`config.mk`:
```
export PLATFORM = sky130hd
export DESIGN_NAME = delta_decoder
export DESIGN_NICKNAME = d
export VERILOG_FILES = /design/src/rtl/delta_pkg.sv /design/src/rtl/delta_sat_acc.sv /design/src/rtl/delta_decoder.sv
export SDC_FILE = /design/constraint.sdc
export NUM_CORES = 1
export LEC_CHECK = 0
export BUFFER_PORTS_ARGS = -buffer_cell sky130_fd_sc_hd__buf_4
export CAP_MARGIN = 20
export CORE_UTILIZATION = 61
export CTS_CLUSTER_DIAMETER = 150
export CTS_CLUSTER_SIZE = 14
export DETAILED_ROUTE_END_ITERATION = 7
export PLACE_DENSITY_LB_ADDON = 0.12
export SLEW_MARGIN = 25
export SYNTH_ARGS = -nofsm -noshare
export SYNTH_HDL_FRONTEND = slang
export SYNTH_SLANG_ARGS = --single-unit
```
`constraint.sdc`:
```
create_clock -name clk -period 6.5 [get_ports clk]
set_input_delay 1.625 -clock clk [delete_from_list [all_inputs] [get_ports clk]]
set_output_delay 1.625 -clock clk [all_outputs]
set_load 0.01 [all_outputs]
```
`src/rtl/delta_pkg.sv`:
```
// Shared spike-link definitions used by the delta encoder and decoder.
package delta_pkg;

    typedef logic [1:0] spike_t;

    localparam spike_t SPIKE_NONE = 2'b00;
    localparam spike_t SPIKE_ON   = 2'b01;
    localparam spike_t SPIKE_OFF  = 2'b10;
    localparam spike_t SPIKE_BAD  = 2'b11;

    // True for the two spike codes that move the accumulator.
    function automatic logic is_move(input spike_t code);
        return (code == SPIKE_ON) || (code == SPIKE_OFF);
    endfunction

endpackage

```
`src/rtl/delta_sat_acc.sv`:
```
// Combinational saturating accumulator step: value +/- step, clamped to [0, 2^WIDTH-1].
module delta_sat_acc #(
    parameter int WIDTH = 4
) (
    input  logic [WIDTH-1:0] value,
    input  logic [WIDTH-1:0] step,
    input  logic             up,
    output logic [WIDTH-1:0] result
);

    localparam logic [WIDTH-1:0] MAX_VALUE = '1;

    // One extra bit holds the carry (add) or the borrow/sign (subtract).
    logic [WIDTH:0] sum;
    logic [WIDTH:0] diff;

    assign sum  = {1'b0, value} + {1'b0, step};
    assign diff = {1'b0, value} - {1'b0, step};

    // Clamp on carry out when adding, on a negative difference when subtracting.
    always_comb begin
        if (up) begin
            result = sum[WIDTH] ? MAX_VALUE : sum[WIDTH-1:0];
        end else begin
            result = diff[WIDTH] ? '0 : diff[WIDTH-1:0];
        end
    end

endmodule

```
`src/rtl/delta_decoder.sv`:
```
// Delta-modulation reconstructor: steps a saturating estimate up/down on ON/OFF spikes,
// and optionally leaks it one LSB at a time back toward the last loaded baseline.
module delta_decoder
    import delta_pkg::*;
#(
    parameter int WIDTH  = 4,
    parameter int LEAK_W = 8
) (
    input  logic              clk,
    input  logic              rst_n,
    input  logic              in_valid,
    input  logic [1:0]        spike,
    input  logic [WIDTH-1:0]  step,
    input  logic              load,
    input  logic [WIDTH-1:0]  load_value,
    input  logic [LEAK_W-1:0] leak_period,
    output logic [WIDTH-1:0]  value,
    output logic              value_valid,
    output logic              sat_hi,
    output logic              sat_lo,
    output logic              err
);

    // Leak FSM: count idle cycles, or take one step toward the baseline.
    localparam logic [0:0] LEAK_IDLE_COUNT = 1'b0;
    localparam logic [0:0] LEAK_STEP       = 1'b1;

    localparam logic [WIDTH-1:0]  MAX_VALUE = '1;
    localparam logic [LEAK_W-1:0] IDLE_MAX  = '1;

    logic [WIDTH-1:0]  baseline;
    logic [LEAK_W-1:0] idle_cnt;

    logic              move_spike;
    logic              bad_spike;
    logic [LEAK_W-1:0] expiry_cnt;
    logic [0:0]        leak_state;
    logic [WIDTH-1:0]  acc_result;

    logic [WIDTH-1:0]  next_value;
    logic [WIDTH-1:0]  next_baseline;
    logic [LEAK_W-1:0] next_idle_cnt;
    logic              next_valid;

    assign move_spike = in_valid && is_move(spike);
    assign bad_spike  = in_valid && (spike == SPIKE_BAD);
    assign expiry_cnt = leak_period - LEAK_W'(1);

    delta_sat_acc #(
        .WIDTH (WIDTH)
    ) u_sat_acc (
        .value  (value),
        .step   (step),
        .up     (spike == SPIKE_ON),
        .result (acc_result)
    );

    // Leak state decode: an idle cycle at (or past, if the period was lowered) expiry steps.
    always_comb begin
        leak_state = LEAK_IDLE_COUNT;
        if (!load && !move_spike && (leak_period != '0) && (idle_cnt >= expiry_cnt)) begin
            leak_state = LEAK_STEP;
        end
    end

    // Priority mux: load > ON/OFF spike > leak step > hold.
    always_comb begin
        // NOTE: every output of this block gets a default first so no path infers a latch.
        next_value    = value;
        next_baseline = baseline;
        next_idle_cnt = idle_cnt;
        next_valid    = 1'b0;
        if (load) begin
            next_value    = load_value;
            next_baseline = load_value;
            next_idle_cnt = '0;
            next_valid    = 1'b1;
        end else if (move_spike) begin
            next_value    = acc_result;
            next_idle_cnt = '0;
            next_valid    = 1'b1;
        end else if (leak_period == '0) begin
            next_idle_cnt = '0;
        end else if (leak_state == LEAK_STEP) begin
            next_idle_cnt = '0;
            if (value > baseline) begin
                next_value = value - WIDTH'(1);
                next_valid = 1'b1;
            end else if (value < baseline) begin
                next_value = value + WIDTH'(1);
                next_valid = 1'b1;
            end
        end else if (idle_cnt != IDLE_MAX) begin
            next_idle_cnt = idle_cnt + LEAK_W'(1);
        end
    end

    // State and output registers with synchronous active-low reset.
    always_ff @(posedge clk) begin
        // NOTE: sequential state uses non-blocking assignments so every register samples
        // the pre-edge values, independent of statement order.
        if (!rst_n) begin
            value       <= '0;
            baseline    <= '0;
            idle_cnt    <= '0;
            value_valid <= 1'b0;
            sat_hi      <= 1'b0;
            sat_lo      <= 1'b1;
            err         <= 1'b0;
        end else begin
            value       <= next_value;
            baseline    <= next_baseline;
            idle_cnt    <= next_idle_cnt;
            value_valid <= next_valid;
            sat_hi      <= (next_value == MAX_VALUE);
            sat_lo      <= (next_value == '0);
            if (bad_spike) begin
                err <= 1'b1;
            end
        end
    end

endmodule

```
==> results of run 1 <==
## where the power goes
group,switching [mW],internal (mW)
logic,0.0650,0.0578
clock network,0.0397,0.0624
registers,0.00738,0.128
total,0.112,0.248
## per-stage QoR
| stage | total power, mW | hold WS, ns | utilization | worst slack (ns) |
|---|---|---|---|---|
| 2_1_floorplan | 0.221 | 0.450 | - | 2.57 |
| 3_3_place_gp | 0.257 | 0.461 | 0.743 | 2.32 |
| 3_5_place_dp | 0.260 | 0.463 | 0.743 | 2.24 |
| 4_1_cts | 0.361 | 0.482 | 0.761 | 2.57 |
| 5_1_grt | 0.382 | 0.495 | 0.761 | 2.40 |
| 6_report | 0.361 | 0.479 | 0.761 | 2.55 |
## worst min-delay path, stage by stage (launching register included)
cell and delay (ns):
dfxtp_1 0.33, nand2b_1 0.06, a21oi_1 0.05
## layout make-up
type / count / area, µm² / area share
Timing Repair Buffer: 29 / 218 / 0.102
Inverter: 19 / 71.3 / 0.0334
Multi-Input combinational cell: 172 / 1360 / 0.634
Sequential cell: 20 / 400 / 0.187
Clock inverter: 1 / 30.0 / 0.0141
Clock buffer: 3 / 22.5 / 0.0105
Tap cell: 31 / 38.8 / 0.0182
## kinds of logic (layout without fill, tap and decap cells)
kind of cell	after synthesis	in the layout	synth area share
buffers and inverters	22	52	0.0456
and+or+nand+nor	85	85	0.252
DFF	20	20	0.218
adders and majority gates	29	29	0.205
AOI/OAI and AO/OA	45	45	0.214
muxes	5	5	0.0272
xor gates and xnor gates	8	8	0.0381
## how the worst max path moves through the flow
stage | to | start | slack [ns] | cells past startpoint
floorplan | sat_lo$_SDFF_PN1_ | leak_period[2] | 2.57 | 11
global placement | sat_lo$_SDFF_PN1_ | leak_period[2] | 2.32 | 12
detailed placement | sat_hi$_SDFF_PN0_ | leak_period[2] | 2.24 | 12
CTS | sat_hi$_SDFF_PN0_ | leak_period[2] | 2.57 | 12
global route | sat_lo$_SDFF_PN1_ | leak_period[2] | 2.40 | 11
finish | sat_lo$_SDFF_PN1_ | leak_period[2] | 2.55 | 11
## state kept, by name, indices dropped and copies added (netlist names)
| name | cells |
|---|---|
| idle_cnt | 8 |
| value_valid | 1 |
| sat_lo | 1 |
| value | 4 |
| err | 1 |
| sat_hi | 1 |
| baseline | 4 |
## layer usage
metal  track usage  vias to the layer above  part of all wire
met5             0                        -                 0
met4        0.0871                        0             0.018
met3        0.0484                        8             0.053
met2         0.492                       53              0.51
met1         0.302                      774              0.41
li1              -                      841                 -
## synthesized netlist by cell type, drive strengths merged (2+ instances only)
| cell type | n | area (µm²) |
|---|---|---|
| nor4b | 2 | 23.8 |
| nor3b | 3 | 22.5 |
| ha | 27 | 338 |
| o21ai | 5 | 25.0 |
| nand2b | 7 | 51.3 |
| and4 | 3 | 26.3 |
| a2111oi | 2 | 42.5 |
| o32a | 2 | 20.0 |
| xnor2 | 3 | 26.3 |
| nand3 | 7 | 35.0 |
| o31a | 2 | 18.8 |
| inv | 19 | 71.3 |
| nand4 | 3 | 18.8 |
| dfxtp | 20 | 400 |
| and3 | 3 | 18.8 |
| nand2 | 19 | 71.3 |
| mux2i | 5 | 50.1 |
| nor2 | 23 | 91.3 |
| xor2 | 5 | 43.8 |
| clkbuf | 2 | 7.51 |
| a31oi | 3 | 18.8 |
| a21oi | 10 | 50.1 |
| o21a | 3 | 22.5 |
| a211o | 3 | 26.3 |
| nor4 | 2 | 27.5 |
| nor3 | 8 | 40.0 |
| fa | 2 | 40.0 |
| a211oi | 4 | 30.0 |
==> results.md, run 1 <==
Worst setup path:
- The depth of the worst register-to-register path is 8.
- In this run the critical register-to-register path is captured at sat_hi$_SDFF_PN0_.
- In this design, the largest share of critical-path delay is due to compound AO/OA/AOI/OAI gates.
- The kind of launch point of the worst setup path is an input pin.
- The type of destination of the critical path is a flop.
- The worst register-to-register path begins at value[1]$_SDFF_PN0_.
- Data on the critical path is required at its endpoint by 6.72 ns.
- Together, buffers and inverters on the worst path number 1.
- The critical path goes through buf_4, nor3_1, nor3b_1, xnor2_1, ha_1, nand4_1, o31a_2, nor2_2, a211oi_1, a211o_1, a31o_2.
- Of all nets on the critical path, the largest fanout is 6.
- The startpoint-to-endpoint class of the critical path is in2reg.
- The cell with the largest stage delay on the worst path is o31a_2.
- For flop-to-flop paths, the worst setup slack is ~3.8 ns.
- The maximum cell stage delay along the critical path is 0.40 ns.
- For the worst setup path, the data arrival time is 4.17 ns.

Floorplanning:
- For this configuration, the core starts out at a cell density of 0.656.
- The die covers 3240 µm².
- The floorplan has 19 rows.
- The floorplan step defined a core boundary enclosing 2810 µm².
- The horizontal die dimension is 56.9 µm.
- The boundary pin count is 30.
- The die outline height is 56.9 µm.

Layout:
- After the flow finishes, the layout carries non-filler instances totaling 275.
- The ratio of cells with drive above 1 in the final layout is 0.189.
- The most common cell after layout, fill and taps aside is buf_4.
- The net count of the finished layout is 296.
- In the layout the commonest cells are buf_4 (29), ha_1 (27), nor2_1 (21).
- 0 antenna diodes ended up in the layout.
- Compared with the post-synthesis result, the final layout area differs by 16.1%.
- After filler insertion, the fill cell instance count of the layout stands at 223.
- The post-route cell area is around 2100 µm².

CTS:
- Post-CTS timing repair inserted 0 buffers for setup.
- The maximum number of buffers from clock root to sink is 2.
- The root buffer cell is clkbuf_4.
- The later pin in the worst-skew pair is clocked with a latency of 0.31 ns.
- TritonCTS built the clock tree.
- The number of buffers created by CTS is 3.
- The clock transition at the registers of the reported paths is around 0.12 ns.
- The number of buffers added to fix hold violations after cts is 0.
- For this design, the sink count on the clock tree is 20.
- The number of gates given a new drive strength after cts is 0.
- The number of levels the H-tree was split into is 1.

Global routing:
- In the global route stage, overall resource usage came out at 0.265.
- Entering global routing, the biggest net connects 15 pins.
- The initial antenna violation count is 0.
- The first-pass GRT wire length is just under 7000 µm.
- The via count of the first global-routing pass came to 1,553.
- The total overflow left after global routing is 0.

Placement:
- Input and output buffers added on the ports amount to 29.
- Summing all placed instances gives a cell area of 2080 µm².
- The total instance count after detailed placement is about 270.
- After legalization and detailed placement, the total HPWL measured between 3000 and 4000 µm.
- The global placement routability congestion is just under 0.9.

STA:
- The total count of max-transition violations in the final report came to 0.
- Adding up every negative setup slack in the final design gives 0 ns.
- The final period utilization is 0.608.
- The time the final worst path needs with I/O delays and setup is 3.95 ns.
- Setup repair after global routing left no endpoint under its margin.
- The final clock skew is roughly 0.016 ns.
- The normalized max-slew margin is 0.620.
- For the pin with the worst max-slew slack, the measured transition is 0.569 ns.
- The final hold violation count is 0.
- The highest attainable clock frequency is 253 MHz.
- The number of endpoints failing setup at the final stage is 0.

Pwr:
- The standby leakage power is 0.948 nW.
- VDD sags by at most 209 µV.
- The power per cell area is around 170 nW/µm².

Synthesis:
- In this run, synthesis inferred 0 flip-flops with an integrated enable.
- The number of standard cells after synthesis is approximately 210.
- For this run, the register share of the synthesized area comes to 0.218.
- The Yosys warning count is 0.
- The synthesized netlist occupies a cell area of 1840 µm².
- The dominant synthesized flop cell is dfxtp_1.
- Counting every net in the synthesized netlist gives 265.
- The count of unique library cells instantiated by Yosys is 51.
- Each instance of the synthesized netlist takes up on average 8.59 µm².
- The share of async-settable or async-resettable flops after synthesis is 0.
- The synthesized flop and latch total is 20.

Outcome:
- The final reports fail on design-rule violations.
- The flow ran to the end, but the final reports show violations.

Min path:
- The startpoint identified for the worst hold timing path is baseline[2]$_SDFFE_PN0P_.
- The endpoint of the worst hold path is baseline[2]$_SDFFE_PN0P_.
- The path type of the worst min-delay path is reg2reg.
- Along the worst hold path, the cell count comes to 2.

Flow run:
- Max-cap violations in this run came to 0.

Route:
- After the first detailed-routing iteration, the DRC count stood at 106.
- The pre-antenna-repair detailed-routing pass consisted of 6 iterations.
- Summed over all layers, the routed wires come to 3950 µm.
- The post-detailed-route count of antenna-violating nets is 0.
- After detailed routing, the number of vias per cell comes to 6.09.
- The post-detailed-route wirelength per cell is 14.4 µm.
- The routed layout has ~1,700 vias.
- For this run, design rule violations remaining after detail routing come to 4.
(Power assumes the default switching activity.)
==> run 2: changes to the inputs <==
Settings changed: CORE_UTILIZATION 61 to 51.
Clock period 6.5 ns to 3.62 ns, I/O delays scaled along.
==> run 2 against run 1 <==
Effect of this change:
- the run now ends clean
- non-clock buffer count increased by 1
- first-iteration DRC count decreased by 27%
- global-route usage is 3.7 points lower
- largest power group unchanged
==> results.md, run 2 (same netlist as run 1, synthesis figures left out) <==
Min path:
- The launch instance of the worst min-delay path is baseline[2]$_SDFFE_PN0P_ (unchanged).
- The endpoint of the worst hold path is baseline[2]$_SDFFE_PN0P_ (unchanged).
- The count of cells along the worst hold path is 2 (unchanged).
- The path type of the worst min-delay path is reg2reg (unchanged).

Worst setup path:
- The minimum setup slack among reg-to-reg paths is 0.94 ns (was 3.79 ns).
- The kind of launch point of the worst setup path is an input pin (unchanged).
- The critical path data required time is 3.83 ns (was 6.72 ns).
- The endpoint of the most critical register-to-register path is sat_hi$_SDFF_PN0_ (unchanged).
- The arrival time at the worst endpoint was 3.45 ns (was 4.17 ns).
- The startpoint-to-endpoint class of the critical path is in2reg (unchanged).
- The beginning of the worst register-to-register path is value[1]$_SDFF_PN0_ (unchanged).
- The type of destination of the critical path is a flop (unchanged).
- The depth of the worst register-to-register path is 8 (unchanged).
- The largest driver fanout on the critical path is 6 (unchanged).

Pwr:
- The power per cell area was 297 nW/µm² (was 169 nW/µm²).
- The standby leakage power was 0.953 nW (was 0.948 nW).
- The worst voltage drop across the vdd grid was 378 µV (was 209 µV).
- The relative contribution of sequential cells to total power came to 0.380 (was 0.376).
- The combinational share of power is 0.341 (about the same).
- The clock power share came to 0.279 (was 0.283).
- The internal power is 0.446 mW (was 0.248 mW).
- The fraction of power spent switching nets came to 0.306 (was 0.311).
- The power dissipated by switching net loads is 0.196 mW (was 0.112 mW).

Route:
- The post-detailed-route wirelength per cell came to 13.4 µm (was 14.4 µm).
- The number of violations reported at the end of detailed-routing iteration 0 is 77 (was 106).
- The number of vias in the routed layout came to 1,630 (was 1,676).
- The length of the first detailed-routing pass in iterations is 4 (was 6).
- The post-detailed-route count of antenna-violating nets is 0 (unchanged).
- The remaining routing DRC violations was 0 (was 4).
- The final wirelength is 3900 µm (was 3950 µm).
- The per-cell via count in the routed design is 5.60 (was 6.09).

CTS:
- The clock transition at the registers of the reported paths is 0.12 ns (about the same).
- The number of gates given a new drive strength after cts is 0 (unchanged).
- The number of buffers added to fix hold violations after cts is 0 (unchanged).
- The number of buffers created by CTS came to 3 (unchanged).
- The maximum number of buffers from clock root to sink was 2 (unchanged).
- The root buffer cell is clkbuf_4 (unchanged).
- The insertion delay of the later-clocked pin in the worst-skew pair is 0.30 ns (was 0.31 ns).
- The setup fix buffers added after clock tree synthesis was 0 (unchanged).
- The number of levels the H-tree was split into is 1 (unchanged).
- The TritonCTS clock tree is built (unchanged).
- The number of sinks on the clock net is 20 (unchanged).

Global routing:
- The via count of the first global-routing pass is 1,441 (was 1,553).
- The largest net degree at the start of global routing is 15 (unchanged).
- The all-layer global routing usage was 0.228 (was 0.265).
- The first-pass GRT wire length is 6600 µm (was 6730 µm).
- The final global-route overflow total is 0 (unchanged).
- The initial antenna violation count was 0 (unchanged).

STA:
- The number of endpoints failing setup at the final stage is 0 (unchanged).
- The worst-case setup margin in the final layout is 0.383 ns (was 2.55 ns).
- The total count of max-transition violations in the final report is 0 (unchanged).
- Derived from the worst setup path, the maximum achievable clock frequency is ~310 MHz.
- The normalized max-slew margin was 0.627 (was 0.620).
- Setup repair after global routing missed its margin: false (unchanged).
- The aggregate negative setup slack came to 0 ns (unchanged).
- The final clock skew is 0.00981 ns (was 0.0159 ns).
- The slew at the pin closest to its max-slew limit is 0.558 ns (was 0.569 ns).
- Counting I/O delays and the setup requirement, the final critical path takes 3.24 ns.
- The final hold violation count came to 0 (unchanged).
- Dividing the final minimum period by the clock period gives 0.894.

Placement:
- The post-DP HPWL came to 3180 µm (was 3210 µm).
- The worst setup slack before clock tree synthesis came to 0.0767 ns (was 2.24 ns).
- The quantity of I/O buffers inserted on ports is 29 (unchanged).
- The global placement routability congestion is 0.832 (was 0.889).

Outcome:
- Result of the run: finished, final reports clean (was complete, but fails checks).

Layout:
- The final antenna diode count is 0 (unchanged).
- The number of nets at the end of the flow is 297 (was 296).
- The flip-flop count of the largest register, all copies and words added came to 8 (unchanged).
- The top register by number of flip-flops is idle_cnt (unchanged).
- Biggest registers after layout: idle_cnt: 8 flops, baseline: 4 flops, value: 4 flops (unchanged).
- The ratio of cells with drive above 1 in the final layout is 0.192 (was 0.189).
- Top library cells by usage in the layout, fill and taps aside: buf_4 (30), ha_1 (27), nor2_1 (21) (was buf_4 (29), ha_1 (27), nor2_1 (21)).
- The area added between synthesis and finish is 17.6% (was 16.1%).
- The most common cell after layout, fill and taps aside was buf_4 (unchanged).

Floorplanning:
- The floorplan die area is 3850 µm² (was 3240 µm²).
- The boundary pin count is 30 (unchanged).
- The floorplan row count is 21 (was 19).
- The initial cell density of the core is 0.543 (was 0.656).
- The horizontal die dimension was 62.1 µm (was 56.9 µm).
- The core region area came to 3390 µm² (was 2810 µm²).
- The die outline height is 62.1 µm (was 56.9 µm).

Flow run:
- The max-capacitance violation count was 0 (unchanged).
run 2: cell types whose count changed in the layout (fill, tap and decap cells not counted):
cell	previous run	this run
buf_4	29	30
run 2: how the worst max path moves through the flow:
stage	end	from	cells past startpoint	slack, ns
3_3_place_gp	sat_lo$_SDFF_PN1_	leak_period[2]	12	0.15
6_report	sat_lo$_SDFF_PN1_	leak_period[2]	12	0.38
5_1_grt	sat_lo$_SDFF_PN1_	leak_period[2]	12	0.18
4_1_cts	sat_lo$_SDFF_PN1_	leak_period[2]	12	0.40
3_5_place_dp	sat_lo$_SDFF_PN1_	leak_period[2]	12	0.08
2_1_floorplan	sat_lo$_SDFF_PN1_	leak_period[2]	11	0.41
run 2: area by class of cell:
cell class                 count  area, µm²
sequential                    20        400
clock buffer                   3       22.5
multi-input combinational    172       1360
tap                           46       57.6
timing repair buffer          30        225
clock inverter                 1       30.0
fill                         283       1230
inverter                      19       71.3
run 2: power groups by stage:
stage                     sequential [mW]  clock, mW  combinational, mW
after floorplan                     0.248          0              0.149
after global placement              0.249          0              0.216
after detailed placement            0.249          0              0.218
after CTS                           0.244      0.185              0.219
after global routing                0.246      0.194              0.247
final                               0.244      0.179              0.219
run 2: worst max-delay path: stages:
cell and delay, ns:
buf_4 0.14, nor3_1 0.29, nor3b_1 0.27, xnor2_1 0.15, ha_1 0.26, a211o_1 0.27, a21oi_1 0.13, o31a_2 0.22
nor2_2 0.10, and3_1 0.17, a211o_1 0.31, a31o_2 0.23
run 2: metrics by stage:
step           std cells  power (mW)  area (µm²)  hold WS (ns)   util
2_1_floorplan        214       0.397        1840         0.450      -
3_3_place_gp         287       0.465        2110         0.462  0.622
3_5_place_dp         287       0.467        2110         0.463  0.622
4_1_cts              291       0.648        2160         0.482  0.638
5_1_grt              291       0.687        2160         0.493  0.638
6_report             291       0.642        2160         0.479  0.638
run 2: layer usage:
metal | share of wire | up-vias | global-route usage
met5 | 0 | - | 0
met4 | 0.012 | 0 | 0.0381
met1 | 0.46 | 756 | 0.270
met3 | 0.027 | 4 | 0.0373
li1 | - | 839 | -
met2 | 0.50 | 31 | 0.433
==> run 3: changes to the inputs <==
Settings changed: CORE_ASPECT_RATIO set to 1.4.
==> run 3 against run 2 <==
Effect of this change:
- die area about the same
- combinational power is essentially flat
- via count increased by 0.25%
- core utilization barely moved
- critical path type unchanged
- largest cell class unchanged
==> results.md, run 3 (same netlist as run 1, synthesis figures left out) <==
CTS:
- The TritonCTS clock tree is built (unchanged).
- The number of buffers created by CTS was 3 (unchanged).
- The root buffer cell is clkbuf_8 (was clkbuf_4).
- The clock transition at the registers of the reported paths came to 0.07 ns (was 0.12 ns).
- The number of gates given a new drive strength after cts was 0 (unchanged).
- The insertion delay of the later-clocked pin in the worst-skew pair is 0.26 ns (was 0.30 ns).
- The number of buffers added to fix hold violations after cts is 0 (unchanged).
- The setup fix buffers added after clock tree synthesis was 0 (unchanged).
- The number of sinks on the clock net is 20 (unchanged).
- The number of levels the H-tree was split into is 1 (unchanged).
- The maximum number of buffers from clock root to sink is 2 (unchanged).

Pwr:
- The clock power share came to 0.327 (was 0.279).
- The internal power is 0.481 mW (was 0.446 mW).
- The worst voltage drop across the vdd grid is 267 µV (was 378 µV).
- The power per cell area was 315 nW/µm² (was 297 nW/µm²).
- The fraction of power spent switching nets came to 0.298 (was 0.306).
- The power dissipated by switching net loads is 0.204 mW (was 0.196 mW).
- The combinational share of power came to 0.316 (was 0.341).
- The relative contribution of sequential cells to total power is 0.357 (was 0.380).
- The standby leakage power is 0.961 nW (was 0.953 nW).

Worst setup path:
- The kind of launch point of the worst setup path is an input pin (unchanged).
- The depth of the worst register-to-register path is 8 (unchanged).
- The endpoint of the most critical register-to-register path is sat_lo$_SDFF_PN1_ (was sat_hi$_SDFF_PN0_).
- The critical path data required time is 3.77 ns (was 3.83 ns).
- The beginning of the worst register-to-register path is value[1]$_SDFF_PN0_ (unchanged).
- The type of destination of the critical path is a flop (unchanged).
- The startpoint-to-endpoint class of the critical path is in2reg (unchanged).
- The largest driver fanout on the critical path is 6 (unchanged).
- The arrival time at the worst endpoint came to 3.41 ns (was 3.45 ns).
- The minimum setup slack among reg-to-reg paths is 0.95 ns (was 0.94 ns).

Layout:
- The top register by number of flip-flops is idle_cnt (unchanged).
- The number of nets at the end of the flow was 297 (unchanged).
- Biggest registers after layout: idle_cnt: 8 flops, baseline: 4 flops, value: 4 flops (unchanged).
- Top library cells by usage in the layout, fill and taps aside: buf_4 (30), ha_1 (27), nor2_1 (21) (unchanged).
- The most common cell after layout, fill and taps aside is buf_4 (unchanged).
- The ratio of cells with drive above 1 in the final layout is 0.192 (unchanged).
- The final core area utilization was 0.637 (was 0.638).
- The area taken by flip-flops and latches is 400 µm² (unchanged).
- The combined area of the multi-input logic cells is 1360 µm² (unchanged).
- The flip-flop count of the largest register, all copies and words added is 8 (unchanged).
- The number of filler cells placed in the layout is 323 (was 283).
- The area added between synthesis and finish came to 18.2% (was 17.6%).
- The final antenna diode count is 0 (unchanged).

STA:
- The final hold violation count was 0 (unchanged).
- The final clock skew was 0.00741 ns (was 0.00981 ns).
- The total count of max-transition violations in the final report came to 0 (unchanged).
- The aggregate negative setup slack is 0 ns (unchanged).
- The time the final worst path needs with I/O delays and setup was 3.26 ns (was 3.24 ns).
- The worst hold margin came to 0.475 ns (was 0.479 ns).
- The highest attainable clock frequency is 307 MHz (was 309 MHz).
- The number of endpoints failing setup at the final stage was 0 (unchanged).
- The final period utilization was 0.900 (was 0.894).
- The slew at the pin closest to its max-slew limit is 0.545 ns (was 0.558 ns).
- Setup repair after global routing missed its margin: false (unchanged).
- The normalized max-slew margin was 0.636 (was 0.627).

Floorplanning:
- The boundary pin count was 30 (unchanged).
- The horizontal die dimension is 52.8 µm (was 62.1 µm).
- The die outline height is 73.1 µm (was 62.1 µm).
- The floorplan row count is 25 (was 21).
- The core region area was 3410 µm² (was 3390 µm²).
- The initial cell density of the core is 0.539 (was 0.543).
- The floorplan die area is 3850 µm² (about the same).

Flow run:
- The max-capacitance violation count was 0 (unchanged).

Global routing:
- The all-layer global routing usage came to 0.231 (was 0.228).
- The final global-route overflow total came to 0 (unchanged).
- The initial antenna violation count is 0 (unchanged).
- The largest net degree at the start of global routing is 15 (unchanged).
- The first-pass GRT wire length is 6690 µm (was 6600 µm).
- The via count of the first global-routing pass is 1,529 (was 1,441).

Placement:
- The quantity of I/O buffers inserted on ports is 29 (unchanged).
- The global placement routability congestion was 0.948 (was 0.832).
- The post-DP HPWL is 3290 µm (was 3180 µm).

Min path:
- The path type of the worst min-delay path is reg2reg (unchanged).
- The endpoint of the worst hold path was baseline[2]$_SDFFE_PN0P_ (unchanged).
- The count of cells along the worst hold path is 2 (unchanged).
- The launch instance of the worst min-delay path is baseline[2]$_SDFFE_PN0P_ (unchanged).

Route:
- The post-detailed-route wirelength per cell is 13.8 µm (was 13.4 µm).
- The number of violations reported at the end of detailed-routing iteration 0 came to 28 (was 77).
- The number of vias in the routed layout is 1,634 (was 1,630).
- The length of the first detailed-routing pass in iterations is 6 (was 4).
- The post-detailed-route count of antenna-violating nets was 0 (unchanged).
- The final wirelength is 3940 µm (was 3900 µm).
- The remaining routing DRC violations is 0 (unchanged).
- The per-cell via count in the routed design was 5.73 (was 5.60).

Outcome:
- Result of the run: finished, final reports clean (unchanged).
-- run 3: cell counts in the layout (fill, tap and decap cells not counted) --
No cell type changed its count.
-- run 3: worst max-delay path, cell delays in order --
cell	delay, ns
buf_4	0.13
nor3_1	0.28
nor3b_1	0.26
xnor2_1	0.15
ha_1	0.26
a211o_1	0.26
a21oi_1	0.12
o31a_2	0.22
nor2_2	0.10
a2111oi_4	0.35
nor3_1	0.12
a31o_2	0.25
-- run 3: routing by layer --
metal	up-vias	GRT usage	wire, µm
met2	27	0.461	2200
met1	764	0.245	1610
met4	0	0.0614	54
met5	-	0	0
met3	4	0.0188	69
li1	839	-	-
-- run 3: cell type report --
cell class	count	area share
multi-input cells	172	0.623
flip-flops and latches	20	0.184
repair buffers	30	0.104
clock buffers	3	0.0190
well taps	40	0.0230
inverters	19	0.0328
clock inverters	1	0.0138
-- run 3: power groups by stage --
stage,clock network [mW],registers [mW],logic (mW)
2_1_floorplan,0,0.248,0.149
3_3_place_gp,0,0.249,0.216
3_5_place_dp,0,0.249,0.216
4_1_cts,0.227,0.244,0.218
5_1_grt,0.236,0.246,0.240
6_report,0.224,0.244,0.216
-- run 3: worst max-delay path by stage --
stage / slack [ns] / to / from
after floorplan: 0.41 / sat_lo$_SDFF_PN1_ / leak_period[2]
after global placement: 0.12 / sat_lo$_SDFF_PN1_ / leak_period[2]
after detailed placement: 0.09 / sat_lo$_SDFF_PN1_ / leak_period[2]
after CTS: 0.36 / sat_lo$_SDFF_PN1_ / leak_period[2]
after global routing: 0.21 / sat_lo$_SDFF_PN1_ / leak_period[2]
final: 0.36 / sat_lo$_SDFF_PN1_ / leak_period[2]
-- run 3: through the flow --
step	area [µm²]	power [mW]	setup WS, ns	std cells
final	2170	0.685	0.361	285
after global routing	2170	0.722	0.211	285
after CTS	2170	0.689	0.365	285
after detailed placement	2100	0.466	0.0948	281
after global placement	2100	0.465	0.124	281
after floorplan	1840	0.397	0.413	214
